[config.mk]
export PLATFORM = sky130hd
export DESIGN_NAME = uart_rx_param
export DESIGN_NICKNAME = d
export VERILOG_FILES = /design/src/rtl/uart_pkg.sv /design/src/rtl/uart_rx_fifo.sv /design/src/rtl/uart_rx_param.sv
export SDC_FILE = /design/constraint.sdc
export NUM_CORES = 1
export LEC_CHECK = 0
export CORE_MARGIN = 2
export CORE_UTILIZATION = 51
export CTS_CLUSTER_DIAMETER = 30
export DETAILED_ROUTE_END_ITERATION = 7
export MAX_ROUTING_LAYER = met4
export PLACE_DENSITY = 0.69
export SLEW_MARGIN = 15
export SYNTH_ARGS = -nofsm -noshare
export SYNTH_HDL_FRONTEND = slang
export SYNTH_SLANG_ARGS = --single-unit
[constraint.sdc]
create_clock -name clk -period 5.7 [get_ports clk]
set_clock_uncertainty 0.2 [all_clocks]
set_input_delay 0.57 -clock clk [delete_from_list [all_inputs] [get_ports clk]]
set_output_delay 0.57 -clock clk [all_outputs]
set_load 0.02 [all_outputs]
[src/rtl/uart_pkg.sv]
// Shared definitions for the parametrised UART receive path.
// Holds parity mode codes, receiver state encoding and the FIFO word layout.
package uart_pkg;

  localparam logic [1:0] PAR_NONE = 2'b00;
  localparam logic [1:0] PAR_EVEN = 2'b01;
  localparam logic [1:0] PAR_ODD  = 2'b10;

  // FIFO word is {data, parity_err, frame_err}
  localparam int FLAG_BITS = 2;

  typedef enum logic [2:0] {
    S_IDLE,
    S_START,
    S_DATA,
    S_PARITY,
    S_STOP1,
    S_STOP2,
    S_WAIT_HIGH
  } rx_state_t;

  function automatic int word_width(input int data_bits);
    return data_bits + FLAG_BITS;
  endfunction

endpackage

[src/rtl/uart_rx_fifo.sv]
// First-word-fall-through receive FIFO with full/empty flags and a sticky
// overrun flag that records words dropped on a push into a full FIFO.
module uart_rx_fifo #(
  parameter int WIDTH = 10,
  parameter int DEPTH = 8
) (
  input  logic             clk,
  input  logic             reset,
  input  logic             push,
  input  logic [WIDTH-1:0] push_data,
  input  logic             pop,
  input  logic             overrun_clr,
  output logic [WIDTH-1:0] head,
  output logic             empty,
  output logic             full,
  output logic             overrun
);

  localparam int AW = $clog2(DEPTH);

  logic [WIDTH-1:0] mem [DEPTH];
  logic [AW:0]      wr_ptr;
  logic [AW:0]      rd_ptr;
  logic             pop_ok;
  logic             push_ok;
  logic             drop;

  assign empty   = (wr_ptr == rd_ptr);
  assign full    = (wr_ptr[AW] != rd_ptr[AW]) && (wr_ptr[AW-1:0] == rd_ptr[AW-1:0]);
  assign pop_ok  = pop && !empty;
  // a pop in the same cycle frees the slot, so a full FIFO still accepts the word
  assign push_ok = push && (!full || pop_ok);
  assign drop    = push && !push_ok;
  assign head    = mem[rd_ptr[AW-1:0]];

  always_ff @(posedge clk or posedge reset) begin
    if (reset) begin
      wr_ptr  <= '0;
      rd_ptr  <= '0;
      overrun <= 1'b0;
      for (int i = 0; i < DEPTH; i++) begin
        mem[i] <= '0;
      end
    end else begin
      if (push_ok) begin
        mem[wr_ptr[AW-1:0]] <= push_data;
        wr_ptr              <= wr_ptr + (AW+1)'(1);
      end
      if (pop_ok) begin
        rd_ptr <= rd_ptr + (AW+1)'(1);
      end
      if (drop) begin
        overrun <= 1'b1;
      end else if (overrun_clr) begin
        overrun <= 1'b0;
      end
    end
  end

endmodule

[src/rtl/uart_rx_param.sv]
// Oversampled UART receiver with runtime divisor, parity and stop-bit count,
// break detection and a FWFT receive FIFO.
module uart_rx_param
  import uart_pkg::*;
#(
  parameter int DATA_BITS  = 8,
  parameter int OVERSAMPLE = 16,
  parameter int DIV_WIDTH  = 16,
  parameter int FIFO_DEPTH = 8
) (
  input  logic                 clk,
  input  logic                 reset,
  input  logic [DIV_WIDTH-1:0] divisor,
  input  logic [1:0]           parity_mode,
  input  logic                 two_stop,
  input  logic                 rx_pin,
  input  logic                 rd_en,
  output logic [DATA_BITS-1:0] rd_data,
  output logic                 rd_parity_err,
  output logic                 rd_frame_err,
  output logic                 rx_empty,
  output logic                 rx_full,
  output logic                 overrun,
  input  logic                 overrun_clr,
  output logic                 break_det,
  output logic                 busy
);

  localparam int WORD_W = word_width(DATA_BITS);
  localparam int SAMP_W = $clog2(OVERSAMPLE);
  localparam int BIT_W  = $clog2(DATA_BITS);
  localparam int MID    = OVERSAMPLE / 2;

  rx_state_t state, state_nx;

  logic                 rx_s1, rx_sync, rx_prev;
  logic [DIV_WIDTH-1:0] div_sh, div_eff, tick_cnt;
  logic [1:0]           par_sh;
  logic                 two_sh;
  logic [SAMP_W-1:0]    samp_cnt;
  logic                 s_m1, s_m;
  logic [DATA_BITS-1:0] data_sh;
  logic [BIT_W-1:0]     bit_idx;
  logic                 par_bit, par_err, frame_err;
  logic                 push_q, brk_q;
  logic [WORD_W-1:0]    push_word, head_word;
  logic                 tick, vote_pt, bit_end, vote, rx_fall;
  logic                 par_en, par_exp, last_bit, break_cond;
  logic                 load_sh, push_nx, brk_nx;

  assign rx_fall    = rx_prev && !rx_sync;
  assign div_eff    = (div_sh == '0) ? DIV_WIDTH'(1) : div_sh;
  assign tick       = (state != S_IDLE) && (tick_cnt == div_eff - DIV_WIDTH'(1));
  assign vote_pt    = tick && (samp_cnt == SAMP_W'(MID + 1));
  assign bit_end    = tick && (samp_cnt == SAMP_W'(OVERSAMPLE - 1));
  assign vote       = (s_m1 & s_m) | (s_m1 & rx_sync) | (s_m & rx_sync);
  assign par_en     = (par_sh == PAR_EVEN) || (par_sh == PAR_ODD);
  assign par_exp    = (^data_sh) ^ (par_sh == PAR_ODD);
  assign last_bit   = (bit_idx == BIT_W'(DATA_BITS - 1));
  assign break_cond = (data_sh == '0) && !(par_en && par_bit) && !vote;
  assign busy       = (state != S_IDLE);
  assign break_det  = brk_q;

  always_ff @(posedge clk or posedge reset) begin
    if (reset) begin
      state <= S_IDLE;
    end else begin
      state <= state_nx;
    end
  end

  // Completion is taken at the vote point of the last stop bit so the
  // receiver is back in IDLE before the next start edge can arrive.
  always_comb begin
    state_nx = state;
    load_sh  = 1'b0;
    push_nx  = 1'b0;
    brk_nx   = 1'b0;
    case (state)
      S_IDLE: begin
        if (rx_fall) begin
          state_nx = S_START;
          load_sh  = 1'b1;
        end
      end
      S_START: begin
        if (vote_pt && vote)  state_nx = S_IDLE;
        else if (bit_end)     state_nx = S_DATA;
      end
      S_DATA: begin
        if (bit_end && last_bit) state_nx = par_en ? S_PARITY : S_STOP1;
      end
      S_PARITY: begin
        if (bit_end) state_nx = S_STOP1;
      end
      S_STOP1: begin
        if (vote_pt && break_cond) begin
          state_nx = S_WAIT_HIGH;
          brk_nx   = 1'b1;
        end else if (vote_pt && !two_sh) begin
          state_nx = S_IDLE;
          push_nx  = 1'b1;
        end else if (bit_end) begin
          state_nx = S_STOP2;
        end
      end
      S_STOP2: begin
        if (vote_pt) begin
          state_nx = S_IDLE;
          push_nx  = 1'b1;
        end
      end
      S_WAIT_HIGH: begin
        if (rx_sync) state_nx = S_IDLE;
      end
      default: state_nx = S_IDLE;
    endcase
  end

  always_ff @(posedge clk or posedge reset) begin
    if (reset) begin
      rx_s1     <= 1'b1;
      rx_sync   <= 1'b1;
      rx_prev   <= 1'b1;
      div_sh    <= '0;
      par_sh    <= PAR_NONE;
      two_sh    <= 1'b0;
      tick_cnt  <= '0;
      samp_cnt  <= '0;
      s_m1      <= 1'b1;
      s_m       <= 1'b1;
      data_sh   <= '0;
      bit_idx   <= '0;
      par_bit   <= 1'b0;
      par_err   <= 1'b0;
      frame_err <= 1'b0;
      push_q    <= 1'b0;
      push_word <= '0;
      brk_q     <= 1'b0;
    end else begin
      rx_s1   <= rx_pin;
      rx_sync <= rx_s1;
      rx_prev <= rx_sync;
      push_q  <= push_nx;
      brk_q   <= brk_nx;
      if (load_sh) begin
        div_sh    <= divisor;
        par_sh    <= parity_mode;
        two_sh    <= two_stop;
        bit_idx   <= '0;
        par_bit   <= 1'b0;
        par_err   <= 1'b0;
        frame_err <= 1'b0;
      end
      if (state == S_IDLE || tick) tick_cnt <= '0;
      else                         tick_cnt <= tick_cnt + DIV_WIDTH'(1);
      if (state == S_IDLE) begin
        samp_cnt <= '0;
      end else if (tick) begin
        samp_cnt <= bit_end ? '0 : samp_cnt + SAMP_W'(1);
      end
      if (tick && samp_cnt == SAMP_W'(MID - 1)) s_m1 <= rx_sync;
      if (tick && samp_cnt == SAMP_W'(MID))     s_m  <= rx_sync;
      if (state == S_DATA && vote_pt) data_sh <= {vote, data_sh[DATA_BITS-1:1]};
      if (state == S_DATA && bit_end) bit_idx <= bit_idx + BIT_W'(1);
      if (state == S_PARITY && vote_pt) begin
        par_bit <= vote;
        par_err <= vote ^ par_exp;
      end
      if (state == S_STOP1 && vote_pt) frame_err <= ~vote;
      if (push_nx) push_word <= {data_sh, par_err, frame_err | ~vote};
    end
  end

  uart_rx_fifo #(
    .WIDTH (WORD_W),
    .DEPTH (FIFO_DEPTH)
  ) u_fifo (
    .clk         (clk),
    .reset       (reset),
    .push        (push_q),
    .push_data   (push_word),
    .pop         (rd_en),
    .overrun_clr (overrun_clr),
    .head        (head_word),
    .empty       (rx_empty),
    .full        (rx_full),
    .overrun     (overrun)
  );

  assign rd_data       = head_word[WORD_W-1:FLAG_BITS];
  assign rd_parity_err = head_word[1];
  assign rd_frame_err  = head_word[0];

endmodule

Word-level counts from Yosys, hierarchy flattened. Index checks and enable logic that the tools add are counted.

Flip-flop bits (word level): 162.

Add/sub/neg operators: 6. $lt $le $gt $ge: 3. Equality and inequality tests: 24. Multiplexer cells: 39. Bitwise operators: 11. Reductions and logical operators: 43.

Operator list (count): $bwmux W80 (1); $mux W3 (13); $mux W16 (2); $bmux W10 S3 (1); $demux W10 S3 (1); $mux W10 (3); $logic_and A1 B1 Y1 (22); $pmux W3 S7 (1); $add A16 B1 Y16 const B (1); $eq A16 B16 Y1 (1); $logic_not A16 Y1 (1); $sub A16 B1 Y16 const B (1); $mux W1 (13); $add A4 B1 Y4 const B (3); $eq A3 B3 Y1 const B (4); $eq A4 B4 Y1 const B (3); $mux W4 (3); $ne A2 B2 Y1 const B (5); $reduce_bool A2 Y1 (5); $ge A4 B4 Y1 const B (2); $logic_not A8 Y1 (1); $not A3 Y4 (2); $reduce_xor A8 Y1 (1); $logic_not A1 Y1 (7); other kinds (21) (29).

Logic depth before layout (Yosys ltp). Gate-level depths: netlist of run 1.

Word-level depth: 10. Depth in mapped cells: 15. Depth with buffers taken out: 12.

Hierarchy. Synthesis of run 1 repeated with hierarchy kept, for this count alone.

Cells, all modules: 660. Area total of the unflattened synthesis: 8339.2 um^2.

Modules (own cells, without submodules): uart_rx_fifo (times used 1, cells an instance 265, area an instance 4236.6 um^2); uart_rx_param (times used 1, cells an instance 395, area an instance 4102.7 um^2).

Worst setup path before layout of run 1. Ideal clock, no wire load.

Path type: reg2reg. Start: reg div_sh[13]. End: reg state[0]. Setup time: 125 ps. Arrival: 3528 ps. Data required time: 5375 ps. Setup slack: 1847 ps. Stages on the path, launching flop included: 15. Path through: dfrtp_1 -> clkbuf_1 -> nor4_1 -> a41oi_1 -> ha_1 -> nor3b_2 -> and3_1 -> o21ai_0 -> a31oi_1 -> nor4_2 -> or3b_4 -> buf_6 -> a211o_1 -> a2bb2oi_2 -> mux2_2.

Word-level cells in the longest chain between the ends: 10. Elaborated cells on any way between the ends: 21.

Ends and longest elaborated chain: from (decl) (line uart_rx_param.sv:37) `logic [DIV_WIDTH-1:0] div_sh, div_eff, tick_cnt;`; from (signal assigned) (line uart_rx_param.sv:147) `div_sh <= divisor;`; $logic_not A16 Y1 (line uart_rx_param.sv:52) `assign div_eff = (div_sh == '0) ? DIV_WIDTH'(1) : div_sh;`; $mux W16 * (line uart_rx_param.sv:52); $sub A16 B1 Y16 * (line uart_rx_param.sv:53) `assign tick = (state != S_IDLE) && (tick_cnt == div_eff - DIV_WIDTH'(1));`; $eq A16 B16 Y1 * (line uart_rx_param.sv:53); $logic_and A1 B1 Y1 * (line uart_rx_param.sv:53); $logic_and A1 B1 Y1 (line uart_rx_param.sv:54) `assign vote_pt = tick && (samp_cnt == SAMP_W'(MID + 1));`; $logic_and A1 B1 Y1 (line uart_rx_param.sv:100) `end else if (vote_pt && !two_sh) begin`; $mux W3 (line uart_rx_param.sv:100); $mux W3 (line uart_rx_param.sv:97) `if (vote_pt && break_cond) begin`; $pmux W3 S7 (line uart_rx_param.sv:79) `case (state)`; to (signal assigned) (line uart_rx_param.sv:68) `state <= state_nx;`; to (decl) (line uart_rx_param.sv:34) `rx_state_t state, state_nx;`.

Mark *: on every way between the ends. The rest lies on a longest branch, timed or not. A chain may end at the register's enable or synchronous reset.

Worst setup path after layout of run 1.
Start: reg div_sh[8]. End: reg push_word[3].

Word-level cells in the longest chain between the ends: 10. Elaborated cells on any way between the ends: 12.

Ends and longest elaborated chain: $logic_not A16 Y1 (line uart_rx_param.sv:52); $mux W16 * (line uart_rx_param.sv:52); $sub A16 B1 Y16 * (line uart_rx_param.sv:53); $eq A16 B16 Y1 * (line uart_rx_param.sv:53); $logic_and A1 B1 Y1 * (line uart_rx_param.sv:53); $logic_and A1 B1 Y1 * (line uart_rx_param.sv:54); $logic_and A1 B1 Y1 (line uart_rx_param.sv:100); $mux W1 (line uart_rx_param.sv:100); $mux W1 (line uart_rx_param.sv:97); $pmux W1 S2 * (line uart_rx_param.sv:79); to (signal assigned) (line uart_rx_param.sv:171) `if (push_nx) push_word <= {data_sh, par_err, frame_err | ~vote};`; to (decl) (line uart_rx_param.sv:46) `logic [WORD_W-1:0] push_word, head_word;`.

Marked as above.

==> results of run 1 <==
==> per-layer routing <==
layer	global-route usage	routed length (um)	vias up
li1	-	-	2336
met1	0.265	7080	2514
met2	0.334	7760	85
met3	0.0471	476	18
met4	0.0703	208	0
met5	-	0	-
==> power groups by stage <==
stage,Combinational [mW],Clock (mW),Sequential (mW)
2_1_floorplan,0.518,0,1.37
3_3_place_gp,0.579,0,1.43
3_5_place_dp,0.592,0,1.43
4_1_cts,0.596,1.25,1.41
5_1_grt,0.653,1.30,1.44
6_report,0.593,1.22,1.42
==> state kept, by name (all words and copies together) (netlist names), 2 cells and up <==
| name | flops |
|---|---|
| u_fifo.wr_ptr | 4 |
| samp_cnt | 4 |
| state | 3 |
| data_sh | 8 |
| par_sh | 2 |
| tick_cnt | 16 |
| bit_idx | 3 |
| push_word | 10 |
| div_sh | 16 |
| u_fifo.rd_ptr | 4 |
| u_fifo.mem | 80 |
==> metrics by stage <==
step	cells	power, mW
6_report	889	3.23
5_1_grt	889	3.39
4_1_cts	888	3.26
3_5_place_dp	856	2.02
3_3_place_gp	856	2.00
2_1_floorplan	633	1.89
==> synth_stat cells, types with 2 or more instances <==
cell type and n:
dfrtp_1 157, mux2_2 123, nor2_1 39, xnor2_1 31
nand2_1 28, inv_1 27, clkbuf_1 22, nand3_1 21
mux4_2 20, xor2_1 15, ha_1 14, mux2i_1 13
a21oi_1 12, o21ai_0 11, nand2b_1 7, nand4_1 7
nor2b_1 7, nor3_1 6, and3_1 5, dfstp_2 5
nor4_1 5, buf_1 4, a211o_1 3, nand3b_1 3
nor3b_1 3, o211ai_1 3, o31ai_1 3, or4_1 3
a21o_1 2, a31oi_1 2, nand4b_1 2, nor4_4 2
or2_2 2
==> final timing paths <==
| kind | end | depth (start not counted) | slack [ps] |
|---|---|---|---|
| hold reg to reg | rx_sync | 0 | 160 |
| setup reg to reg | push_word[3] | 11 | 1130 |
| hold / removal | rx_sync | 0 | 160 |
| max in group asynchronous | tick_cnt[5] | 3 | 4120 |
| min in group asynchronous | u_fifo.mem[66] | 2 | 300 |
| setup / recovery | push_word[3] | 11 | 1130 |
==> area by class of cell <==
cell class / instances / share of cell area
clock buffers: 20 / 0.0495
repair buffers: 42 / 0.0467
flip-flops and latches: 162 / 0.440
clock inverters: 12 / 0.0195
multi-input cells: 415 / 0.404
well taps: 211 / 0.0286
inverters: 27 / 0.0115
==> cells by family after synthesis <==
family / after synthesis / synth area share
fa+ha+maj: 14 / 0.0219
buf+inv: 56 / 0.0278
flops: 162 / 0.507
mux: 156 / 0.245
simple gates: 150 / 0.104
xor+xnor: 47 / 0.0533
compound gates: 48 / 0.0408
==> placed cells by master, fill, tap and decap left out, types with 11 or more instances in the layout <==
master           instances
o21ai_0                 11
xor2_1                  15
nand2_1                 28
clkdlybuf4s50_1         38
mux2i_1                 13
mux4_2                  20
clkbuf_16               17
inv_1                   26
nand3_1                 21
nor2_1                  39
mux2_2                 123
ha_1                    14
xnor2_1                 31
a21oi_1                 12
dfrtp_1                157
==> worst max-delay path, stage by stage, from the launching register on <==
cell and delay [ps]:
dfrtp_1 460, nor4_1 560, a41oi_1 250, ha_1 270, nor3b_2 210, and3_1 210
o21ai_0 150, a31oi_1 110, nor4_2 400, or3b_4 510, nor4b_4 710, mux2_2 410
==> results.cfg, run 1 <==
[outcome]
outcome = completed

[setup_path]
end_kind = flop
startpoint = div_sh[8]
critical_path_required_ps = 5810
critPathMaxFanout = 12
cp-start-kind = flop
worstReg2RegStart = div_sh[8]
critPathKind = reg -> reg
cp.arrival_ps = 4680

[synth]
synth_edf_count = 0
synth_area_leader_cell = dfrtp_1
yosys_warnings = 0
ys_seq_elements = 162
yosysUniqueCellTypes = 59
yosysTopAreaCellShare = 0.491
synthTopCellsByArea = dfrtp_1, mux2_2, mux4_2, xnor2_1, ha_1
ys_dominant_reg_cell = dfrtp_1
syn_avg_cell_area_um2 = 12.7
synth_cells = 633
syn-num-nets = 671
syn_area_um2 = 8010
async_flop_share = 1.00
yosysSeqAreaShare = 0.507

[run]
drv_cap = 0

[power_and_ir_drop]
switching_share = 0.286
clockPowerShare = 0.379
switching_power_mw = 0.926
p_leak_nw = 4.15
power_frac_seq = 0.438
p_int_mw = 2.31
p_comb_frac = 0.184
vdd_drop_max_mv = 0.213
p_per_area_nw_per_um2 = 351

[floorplan]
dieArea_um2 = 16700
pin_count = 39
start_util = 0.525
core_um2 = 15300
num_rows = 45
die_w_um = 129
fp.dieH_um = 129

[global_routing]
grt_max_degree = 118
grt_pass1_wl_mm = 26.0
antenna_found_initial = 0
grt_overflow = 0
grt_pass1_vias = 5134
gr-usage-all-layers = 0.209

[clock_tree]
ctsLongestPathBuffers = 2
cts_buffers = 17
cts_tree = done
clk_pin_slew_ps = 70
clock_sinks = 162
clock-root-buffer = clkbuf_16
clkLatencyLatePin_ps = 420
ctsHoldBuffers = 0
cts_resized = 0
cts_setup_buffers = 0
h-tree-depth = 4

[timing]
finalCritPeriodShare = 0.803
period_minus_slack_ps = 4570
hold_ws_ps = 158
drv_slew = 0
rsz0062_at_grt = no
finalHoldViolCount = 0
finalSetupViolations = 0
maxSlewHeadroom = 0.406
worstMarginPinSlew_ps = 889
tns_ps = 0
setup_ws_ps = 1130
fmax_ghz = 0.219

[min_path]
hold_path.class = reg -> reg
hp-start = rx_s1

[layout]
synthToLayoutAreaGrowth_pct = 15.2
drive_gt1_frac = 0.291
multi_input_comb_area_um2 = 3720
final_util = 0.604
diodes = 0
fin_nets = 703
seq_area_um2 = 4060
nFillCells = 1185
finalInstanceArea_um2 = 9220

[detailed_routing]
wl_mm = 15.5
wl_per_cell_um = 17.5
drc = 0
num_vias = 4953
antenna_left = 0
viasPerCell = 5.57
first_pass_iters = 4
drt_iter0_drc = 259

[place]
dp_hpwl_mm = 10.3
portBuffers = 38
place_ws_ps = 1190
dpl_cell_area_um2 = 8560
place.gp.congestion = 0.851
(Power assumes the default switching activity.)
==> run 2: changes to the inputs <==
clock period = 4.3 ns   (was 5.7 ns; I/O delays follow)
==> results.cfg, run 2 (synthesis gave the netlist of run 1 again) <==
[setup_path]
critPathKind = reg -> reg
reg2regPathDepth = 13
cp.arrival_ps = 4090
end_kind = flop
reg2reg_to = push_word[9]
worstReg2RegStart = div_sh[15]
rrSetupSlack_ps = 310
cp-start-kind = flop
critical_path_required_ps = 4400
critPathMaxFanout = 12

[detailed_routing]
wl_mm = 15.7
viasPerCell = 5.56
first_pass_iters = 4
wl_per_cell_um = 17.3
drc = 0
antenna_left = 0
drt_iter0_drc = 287
num_vias = 5022

[floorplan]
core_um2 = 15300
dieArea_um2 = 16700
die_w_um = 129
num_rows = 45
pin_count = 39
fp.dieH_um = 129
start_util = 0.525

[timing]
tns_ps = 0
maxSlewHeadroom = 0.416
drv_slew = 0
hold_ws_ps = 157
period_minus_slack_ps = 3990
worstMarginPinSlew_ps = 877
rsz0062_at_grt = no
finalSetupViolations = 0
fmax_ghz = 0.251
finalHoldViolCount = 0
finalCritPeriodShare = 0.928

[layout]
drive_gt1_frac = 0.309
fin_nets = 718
largest_reg_flops = 80
regMostFlops = u_fifo.mem
final_common_cell = dfrtp_1
layout_common_cells = dfrtp_1, mux2_2, nor2_1, clkdlybuf4s50_1, xnor2_1
synthToLayoutAreaGrowth_pct = 16.2
reg_top3 = u_fifo.mem x80, div_sh x16, tick_cnt x16
diodes = 0

[clock_tree]
clkLatencyLatePin_ps = 420
h-tree-depth = 4
cts_resized = 0
cts_setup_buffers = 0
clock_sinks = 162
ctsLongestPathBuffers = 2
clock-root-buffer = clkbuf_16
cts_tree = done
ctsHoldBuffers = 0
clk_pin_slew_ps = 60
cts_buffers = 17

[outcome]
outcome = completed

[min_path]
hold_path.class = reg -> reg
min_to = rx_sync
hold_depth = 0
hp-start = rx_s1

[run]
drv_cap = 0

[global_routing]
gr-usage-all-layers = 0.212
grt_max_degree = 163
grt_pass1_wl_mm = 26.4
grt_overflow = 0
antenna_found_initial = 0
grt_pass1_vias = 5255

[power_and_ir_drop]
p_per_area_nw_per_um2 = 452
vdd_drop_max_mv = 0.450
p_leak_nw = 4.21

[place]
place.gp.congestion = 0.845
dp_hpwl_mm = 10.4
portBuffers = 38
-- run 2: cell types whose count changed in the layout (fill, tap and decap cells not counted), sizes merged --
cell,before,now
bufinv,4,1
buf,4,19
clkinvlp,4,3
clkinv,3,6
inv,28,26
clkbuf,20,23
-- run 2: stage by stage --
| step | total power [mW] | area, um^2 | util | worst slack [ps] | std cells |
|---|---|---|---|---|---|
| 6_report | 4.21 | 9310 | 0.610 | 309 | 904 |
| 5_1_grt | 4.44 | 9310 | 0.610 | 35.7 | 904 |
| 4_1_cts | 4.22 | 9280 | 0.608 | 107 | 904 |
| 3_5_place_dp | 2.75 | 8700 | 0.570 | 142 | 872 |
| 3_3_place_gp | 2.73 | 8700 | 0.570 | 281 | 872 |
| 2_1_floorplan | 2.50 | 8010 | - | 447 | 633 |
-- run 2: per-layer routing --
metal / global-route usage / vias to the layer above / wire, um
li1: - / 2367 / -
met1: 0.274 / 2561 / 7070
met2: 0.340 / 77 / 7860
met3: 0.0471 / 17 / 552
met4: 0.0601 / 0 / 179
met5: - / - / 0
-- run 2: critical path, cell delays in order, from the launching register on --
cell and delay (ps):
dfrtp_1 400, nor4_1 300, buf_4 180, a41oi_2 160, ha_1 270, nor3b_4 180
and3_1 210, o21ai_0 150, a31oi_1 140, nor4_4 330, or3b_4 490, nor4b_4 330
buf_12 170, mux2_2 340
-- run 2: power breakdown --
part | leakage, nW | internal [mW] | switching [mW]
combinational | 1.74 | 0.456 | 0.457
sequential | 2.19 | 1.65 | 0.188
clock | 0.285 | 0.869 | 0.589
total | 4.21 | 2.97 | 1.23
-- run 2: worst max path at each step --
stage / from / end / slack [ps] / depth (start not counted)
CTS: div_sh[14] / push_word[9] / 110 / 13
global placement: div_sh[15] / push_word[3] / 280 / 13
finish: div_sh[15] / push_word[9] / 310 / 13
global route: div_sh[14] / push_word[9] / 40 / 13
floorplan: div_sh[13] / state[0] / 450 / 14
detailed placement: div_sh[14] / push_word[9] / 140 / 13
-- run 2: cell type report --
| type | instances | area, um^2 |
|---|---|---|
| multi-input combinational | 415 | 3750 |
| timing repair buffer | 57 | 548 |
| clock buffer | 23 | 498 |
| tap | 211 | 264 |
| inverter | 27 | 105 |
| sequential | 162 | 4060 |
| clock inverter | 9 | 78.8 |
| fill | 1205 | 5950 |
==> run 3: changes to the inputs <==
--- a/config.mk
+++ b/config.mk
@@ -6,4 +6,6 @@
 export NUM_CORES = 1
 export LEC_CHECK = 0
+export ABC_AREA = 1
+export CAP_MARGIN = 20
 export CORE_MARGIN = 2
 export CORE_UTILIZATION = 51
==> constraint.sdc (replaced) <==
create_clock -name clk -period 4.3 [get_ports clk]
set_clock_uncertainty 0.2 [all_clocks]
set_input_delay 0.43 -clock clk [delete_from_list [all_inputs] [get_ports clk]]
set_output_delay 0.43 -clock clk [all_outputs]
set_load 0.01 [all_outputs]
==> results.cfg, run 3 <==
[synth]
async_flop_share = 1.00
syn-num-nets = 1064
syn_area_um2 = 8330
synth_cells = 1026
ys_seq_elements = 162
yosysMostFrequentCell = nand2_1
yosys.area_share.simple = 0.260
yosysTopAreaCellShare = 0.472
synth_top_family_by_area = simple AND/OR/NAND/NOR gates
yosysSeqAreaShare = 0.488
synth_area_leader_cell = dfrtp_1
synth.area.mux_share = 0
synthAdderAreaFrac = 0.0210
yosys_warnings = 0
synthTopCellsByArea = dfrtp_1, nand2_1, o21ai_0, nor2_1, inv_1
synth_edf_count = 0
yosysUniqueCellTypes = 43
synth-xor-area-share = 0.0332
ys_top_cells_by_count = nand2_1, dfrtp_1, o21ai_0
ys_dominant_reg_cell = dfrtp_1
syn_avg_cell_area_um2 = 8.11
synth_compound_gate_area_share = 0.132

[setup_path]
critPathKind = reg -> reg
end_kind = flop
cp_num_buf_inv = 1
critical_path.cell_chain = nor2_2 -> nand2_1 -> nor2_2 -> nand2_4 -> nand2_2 -> inv_1 -> ha_1 -> nand2_2 -> nor2_4 -> nand2_1 -> xor2_1 -> nor2_1 -> nor4_1 -> nand4_1 -> nor2_1 -> nand4_1 -> nor2_1 -> nand2_1 -> nand2_1 -> o21ai_1
slowest_stage = dfrtp_1
cp_top_family = simple AND/OR/NAND/NOR gates
crit_path_max_incr_delay_ps = 430
critPathMaxFanout = 20
critical_path_required_ps = 4390
cp.arrival_ps = 3810
worst_path_most_repeated_cell = nand2_1
cp-start-kind = flop

[floorplan]
fp.dieH_um = 132
core_um2 = 15900
num_rows = 46
die_w_um = 132
start_util = 0.522
dieArea_um2 = 17400
pin_count = 39

[layout]
final_common_cell = nand2_1
fin_nets = 1088
layout_common_cells = nand2_1, dfrtp_1, o21ai_0, nor2_1, inv_1
regMostFlops = u_fifo.mem
largest_reg_flops = 80
reg_top3 = u_fifo.mem x80, div_sh x16, tick_cnt x16
diodes = 0
drive_gt1_frac = 0.0800
synthToLayoutAreaGrowth_pct = 13.6

[timing]
finalSetupViolations = 0
worstMarginPinSlew_ps = 835
drv_slew = 0
tns_ps = 0
setup_ws_ps = 577
rsz0062_at_grt = no
maxSlewHeadroom = 0.441
period_minus_slack_ps = 3720
fmax_ghz = 0.269
finalCritPeriodShare = 0.866
finalHoldViolCount = 0

[min_path]
hold_path.class = in -> async

[clock_tree]
h-tree-depth = 4
ctsHoldBuffers = 0
ctsLongestPathBuffers = 2
clock-root-buffer = clkbuf_16
cts_tree = done
cts_setup_buffers = 0
cts_buffers = 17
clk_pin_slew_ps = 70
clkLatencyLatePin_ps = 430
cts_resized = 0
clock_sinks = 162

[power_and_ir_drop]
switching_power_mw = 2.18
switching_share = 0.396
p_leak_nw = 4.27
p_per_area_nw_per_um2 = 583
p_int_mw = 3.33
clockPowerShare = 0.281
p_comb_frac = 0.386
vdd_drop_max_mv = 0.316
power_frac_seq = 0.333
total_power_mw = 5.51

[global_routing]
grt_pass1_vias = 6421
grt_max_degree = 106
grt_pass1_wl_mm = 32.0
gr-usage-all-layers = 0.234
grt_overflow = 0
antenna_found_initial = 0

[detailed_routing]
viasPerCell = 5.28
wl_met3_um = 688
wl_per_cell_um = 14.6
num_vias = 6753
drc = 0
drt-met1-wl_mm = 8.87
routed.top_layer = met4
wl_mm = 18.7
first_pass_iters = 5
dr_wl_met2_mm = 8.85
antenna_left = 0
drt_iter0_drc = 555

[run]
drv_cap = 0

[place]
place.gp.congestion = 0.923
place_ws_ps = 689
portBuffers = 38
dp_hpwl_mm = 13.0

[outcome]
outcome = completed
-- run 3: logic make-up after synthesis --
group	Yosys count
AND/OR/NAND/NOR	478
AO/OA/AOI/OAI	207
flip-flops	162
buffers and inverters	135
XOR/XNOR	30
adder cells (fa/ha/maj)	14
-- run 3: worst paths after layout --
| check | slack [ps] | end | startpoint | depth (start not counted) |
|---|---|---|---|---|
| max in group asynchronous | 2900 | u_fifo.mem[35] | reset | 3 |
| worst max register to register | 580 | push_word[3] | div_sh[8] | 20 |
| worst max-delay path | 580 | push_word[3] | div_sh[8] | 20 |
| worst min-delay path | 140 | u_fifo.overrun | reset | 2 |
| min in group clk | 160 | rx_sync | rx_s1 | 0 |
| worst min register to register | 160 | rx_sync | rx_s1 | 0 |
-- run 3: routing by layer --
metal,GRT usage,vias up
li1,-,3408
met1,0.317,3188
met2,0.364,136
met3,0.0419,21
met4,0.0688,0
met5,-,-
-- run 3: layout make-up --
cell class | count | area (um^2)
Inverter | 94 | 357
Fill cell | 1470 | 6480
Clock buffer | 17 | 425
Multi-Input combinational cell | 729 | 3720
Tap cell | 216 | 270
Timing Repair Buffer | 46 | 453
Sequential cell | 162 | 4060
Clock inverter | 14 | 173
-- run 3: power by group through the flow --
stage / Combinational [mW] / Clock [mW] / Sequential [mW]
final: 2.13 / 1.55 / 1.84
after global routing: 2.39 / 1.64 / 1.86
after CTS: 2.13 / 1.58 / 1.83
after detailed placement: 2.11 / 0 / 1.86
after global placement: 2.11 / 0 / 1.86
after floorplan: 1.51 / 0 / 1.81
-- run 3: stage by stage --
| step | cells | instance area, um^2 | hold slack, ps | utilization |
|---|---|---|---|---|
| finish | 1278 | 9460 | 140 | 0.593 |
| global route | 1278 | 9460 | 155 | 0.593 |
| CTS | 1278 | 9460 | 141 | 0.593 |
| detailed placement | 1247 | 8860 | 149 | 0.556 |
| global placement | 1247 | 8860 | 146 | 0.556 |
| floorplan | 1026 | 8330 | 145 | - |
